`src/rtl/serial_pattern_tx.sv`:
```
// Parallel-to-serial pattern transmitter: accepts a WIDTH-bit word on load/ready,
// shifts it out MSB first with a valid strobe, then holds GAP idle cycles of zeros.
module serial_pattern_tx #(
   parameter int WIDTH = 8,
   parameter int GAP   = 2,
   parameter int CNT_W = 8
) (
   input  logic             clock,
   input  logic             rst,
   input  logic [WIDTH-1:0] data_in,
   input  logic             load,
   output logic             ready,
   output logic             out,
   output logic             out_valid,
   output logic             done,
   output logic [CNT_W-1:0] frame_count
);

   localparam int BCW = $clog2(WIDTH);
   localparam int GW  = (GAP > 1) ? $clog2(GAP) : 1;

   localparam logic [1:0] S_IDLE  = 2'd0;
   localparam logic [1:0] S_SHIFT = 2'd1;
   localparam logic [1:0] S_GAP   = 2'd2;

   localparam logic [BCW-1:0] BIT_LAST = BCW'(WIDTH - 1);
   localparam logic [GW-1:0]  GAP_LOAD = GW'((GAP > 0) ? GAP - 1 : 0);

   logic [1:0]       state_q,  state_d;
   logic [WIDTH-1:0] shreg_q,  shreg_d;
   logic [BCW-1:0]   bitcnt_q, bitcnt_d;
   logic [GW-1:0]    gapcnt_q, gapcnt_d;
   logic [CNT_W-1:0] count_q,  count_d;

   always_comb begin
      state_d  = state_q;
      shreg_d  = shreg_q;
      bitcnt_d = bitcnt_q;
      gapcnt_d = gapcnt_q;
      count_d  = count_q;
      case (state_q)
         S_IDLE: begin
            if (load) begin
               shreg_d  = data_in;
               bitcnt_d = BIT_LAST;
               state_d  = S_SHIFT;
            end
         end
         S_SHIFT: begin
            shreg_d  = {shreg_q[WIDTH-2:0], 1'b0};
            bitcnt_d = bitcnt_q - BCW'(1);
            // Last bit is on the line this cycle: the frame completes at this edge.
            if (bitcnt_q == '0) begin
               count_d = count_q + CNT_W'(1);
               if (GAP > 0) begin
                  state_d  = S_GAP;
                  gapcnt_d = GAP_LOAD;
               end else begin
                  state_d  = S_IDLE;
               end
            end
         end
         S_GAP: begin
            if (gapcnt_q == '0) begin
               state_d = S_IDLE;
            end else begin
               gapcnt_d = gapcnt_q - GW'(1);
            end
         end
         default: state_d = S_IDLE;
      endcase
   end

   always_ff @(posedge clock) begin
      if (rst) begin
         state_q  <= S_IDLE;
         shreg_q  <= '0;
         bitcnt_q <= '0;
         gapcnt_q <= '0;
         count_q  <= '0;
      end else begin
         state_q  <= state_d;
         shreg_q  <= shreg_d;
         bitcnt_q <= bitcnt_d;
         gapcnt_q <= gapcnt_d;
         count_q  <= count_d;
      end
   end

   // Outputs decode registered state only; load/data_in never reach them combinationally.
   assign ready       = (state_q == S_IDLE);
   assign out_valid   = (state_q == S_SHIFT);
   assign out         = out_valid & shreg_q[WIDTH-1];
   assign done        = out_valid && (bitcnt_q == '0);
   assign frame_count = count_q;

endmodule

```
`config.mk`:
```
export PLATFORM = sky130hd
export DESIGN_NAME = serial_pattern_tx
export DESIGN_NICKNAME = d
export VERILOG_FILES = /design/src/rtl/serial_pattern_tx.sv
export SDC_FILE = /design/constraint.sdc
export NUM_CORES = 1
export LEC_CHECK = 0
export CORE_MARGIN = 1
export CORE_UTILIZATION = 52
export DETAILED_ROUTE_END_ITERATION = 6
export PLACE_DENSITY_LB_ADDON = 0.3
export SKIP_CTS_REPAIR_TIMING = 1
export SLEW_MARGIN = 20
export SYNTH_ARGS = -nofsm -noshare
export SYNTH_HDL_FRONTEND = slang
export SYNTH_SLANG_ARGS = --single-unit
```
`constraint.sdc`:
```
create_clock -name clock -period 3.17 [get_ports clock]
set_input_delay 0.951 -clock clock [delete_from_list [all_inputs] [get_ports clock]]
set_output_delay 0.951 -clock clock [all_outputs]
set_load 0.02 [all_outputs]
```
==> results.yml <==
run_status:
  status: "completed"
worst_setup_path:
  worstPathCellList: "inv_1, ha_1, nand4bb_4, inv_1, clkdlybuf4s50_1"
  required_ps: 2220
  cpPeakStageDelay_ps: 630
  cpMostUsedCell: "inv_1"
  cp_slowest_cell: "clkdlybuf4s50_1"
  cp_max_fo: 14
  path_delay_family: "buffers and inverters"
  cp.arrival_ps: 2030
  critical_path_class: "reg2out"
  path_buf_inv: 3
  worst_setup_path_end_kind: "output pin"
  start_kind: "flop"
placement:
  dpl_worst_slack_ps: 527
  post_dp_cell_area_mm2: 0.00129
  gp_congestion: 0.831
  io_buffers: 22
  dp_hpwl_um: 1500
  placed_cells: 166
clock_network:
  cts_root_buf: "clkbuf_4"
  insertion_delay_ps: 300
  cts_buffers: 3
  htreeDepth: 1
  cts.sinks: 22
  clk_pin_slew_worst_paths_ps: 120
  tritoncts: "built"
  ctsLongestPathBuffers: 2
cells_and_area:
  fin_cells: 170
  num_antenna_cells: 0
  post-route-util: 0.735
  nets: 160
  drive_gt1_frac: 0.0483
  synthToLayoutAreaGrowth_pct: 26.0
  n_fill_cell: 149
  layout_common_cells: "dfxtp_1, clkdlybuf4s50_1, nor2_1"
  finalInstanceArea_mm2: 0.00134
detailed_routing:
  vias: 952
  viasPerCell: 5.60
  wl_um: 2160
  wl_per_cell_um: 12.7
  drc_errors: 0
  first_pass_iters: 4
  detail_route.iter0.violations: 12
  ant_nets: 0
floorplanning:
  rows: 15
  start_util: 0.584
  ios: 23
  core-area_mm2: 0.00182
  die_w_um: 47.2
  die_y_um: 47.2
  die-area_mm2: 0.00223
synthesis:
  synth_area_per_cell_um2: 8.50
  synth_edf_count: 0
  syn_area_mm2: 0.00106
  yosys_warnings: 0
  ys.flop_type: "dfxtp_1"
  ys_seq_area_frac: 0.415
  syn_inst: 125
  ys_async_sr_fraction: 0
  synth_seq_cells: 22
  synth_nets: 139
  ys_types: 25
grt:
  overflow: 0
  grt_pass1_vias: 831
  track_usage: 0.228
  grt_max_degree: 23
  grt_pass1_wl_um: 3590
  antenna_found_initial: 0
pwr:
  vdd_drop_max_mv: 0.367
  power_leakage_nw: 0.494
  totalPowerFinal_uw: 661
  power.density_mw_per_mm2: 494
worst_hold_path:
  hold_class: "reg2reg"
sta:
  fin_worst_skew_ps: 2.28
  rsz0062_at_grt: "no"
  finalWorstSetupSlack_ps: 185
  hold_slack_ps: 478
  setup_viol: 0
  min_period_ps: 2990
  timing.setup.tns_ps: 0
  hold_viol_final: 0
  fin_crit_sh: 0.942
  slew_headroom: 0.459
  worst_slew_pin_slew_ps: 809
  fmax_mhz: 335
  maxSlewViolCount: 0
job:
  cap_viol_max_count: 0
==> cell usage after synthesis (2+ instances only) <==
master	instances	area [um2]
a211oi_1	9	67.6
a21o_1	2	15.0
a21oi_1	11	55.1
a22o_1	6	52.6
clkbuf_1	5	18.8
dfxtp_1	22	440
ha_1	3	37.5
inv_1	11	41.3
nand2_1	8	30.0
nand2b_1	3	18.8
nand3_1	2	10.0
nand3b_1	4	30.0
nor2_1	18	67.6
o21ai_0	2	10.0
o31ai_1	5	37.5
or4_1	5	37.5
==> kinds of logic (layout without fill, tap and decap cells) <==
| logic type | Yosys count | count (layout) | share of synthesized area |
|---|---|---|---|
| AND/OR/NAND/NOR | 44 | 44 | 0.227 |
| AO/OA/AOI/OAI | 36 | 36 | 0.233 |
| flip-flops | 22 | 22 | 0.415 |
| buffers and inverters | 18 | 38 | 0.0718 |
| adder cells (fa/ha/maj) | 3 | 3 | 0.0353 |
| XOR/XNOR | 1 | 1 | 0.00825 |
| multiplexers | 1 | 1 | 0.00942 |
==> worst register-to-register path, cell delays in order (launching register included) <==
cell and delay [ps]:
dfxtp_1 330, inv_1 90, ha_1 240, nand4bb_4 230, or4_1 560, a21oi_1 150
==> worst paths after layout <==
check        slack, ps  cells after the start   startpoint              to
max                180                      5  bitcnt_q[0]            done
min                480                      2  bitcnt_q[0]     bitcnt_q[0]
max reg2reg       1500                      5  bitcnt_q[0]  frame_count[5]
min reg2reg        480                      2  bitcnt_q[0]     bitcnt_q[0]
==> report_power, final <==
part           total (mW)  internal [mW]  switching, mW
Sequential          0.319          0.299         0.0195
Clock               0.210          0.128         0.0825
Combinational       0.133         0.0664         0.0661
Total               0.661          0.493          0.168
==> state kept, by name (all words and copies together) (netlist names) <==
register and count:
shreg_q 8, gapcnt_q 1, state_q 2, bitcnt_q 3, frame_count 8
==> layout make-up <==
class	instances	area (um2)	area share
Clock buffer	3	22.5	0.0168
Clock inverter	1	30.0	0.0224
Inverter	11	41.3	0.0308
Multi-Input combinational cell	85	546	0.407
Sequential cell	22	440	0.329
Tap cell	25	31.3	0.0234
Timing Repair Buffer	23	228	0.170
==> routing by layer <==
| metal | part of all wire | vias up | GRT usage |
|---|---|---|---|
| met2 | 0.48 | 25 | 0.375 |
| met1 | 0.47 | 442 | 0.304 |
| met5 | 0 | - | 0 |
| met4 | 0.0065 | 0 | 0.0800 |
| li1 | - | 483 | - |
| met3 | 0.042 | 2 | 0.0346 |
No activity file was read; power rests on OpenSTA's default activity.
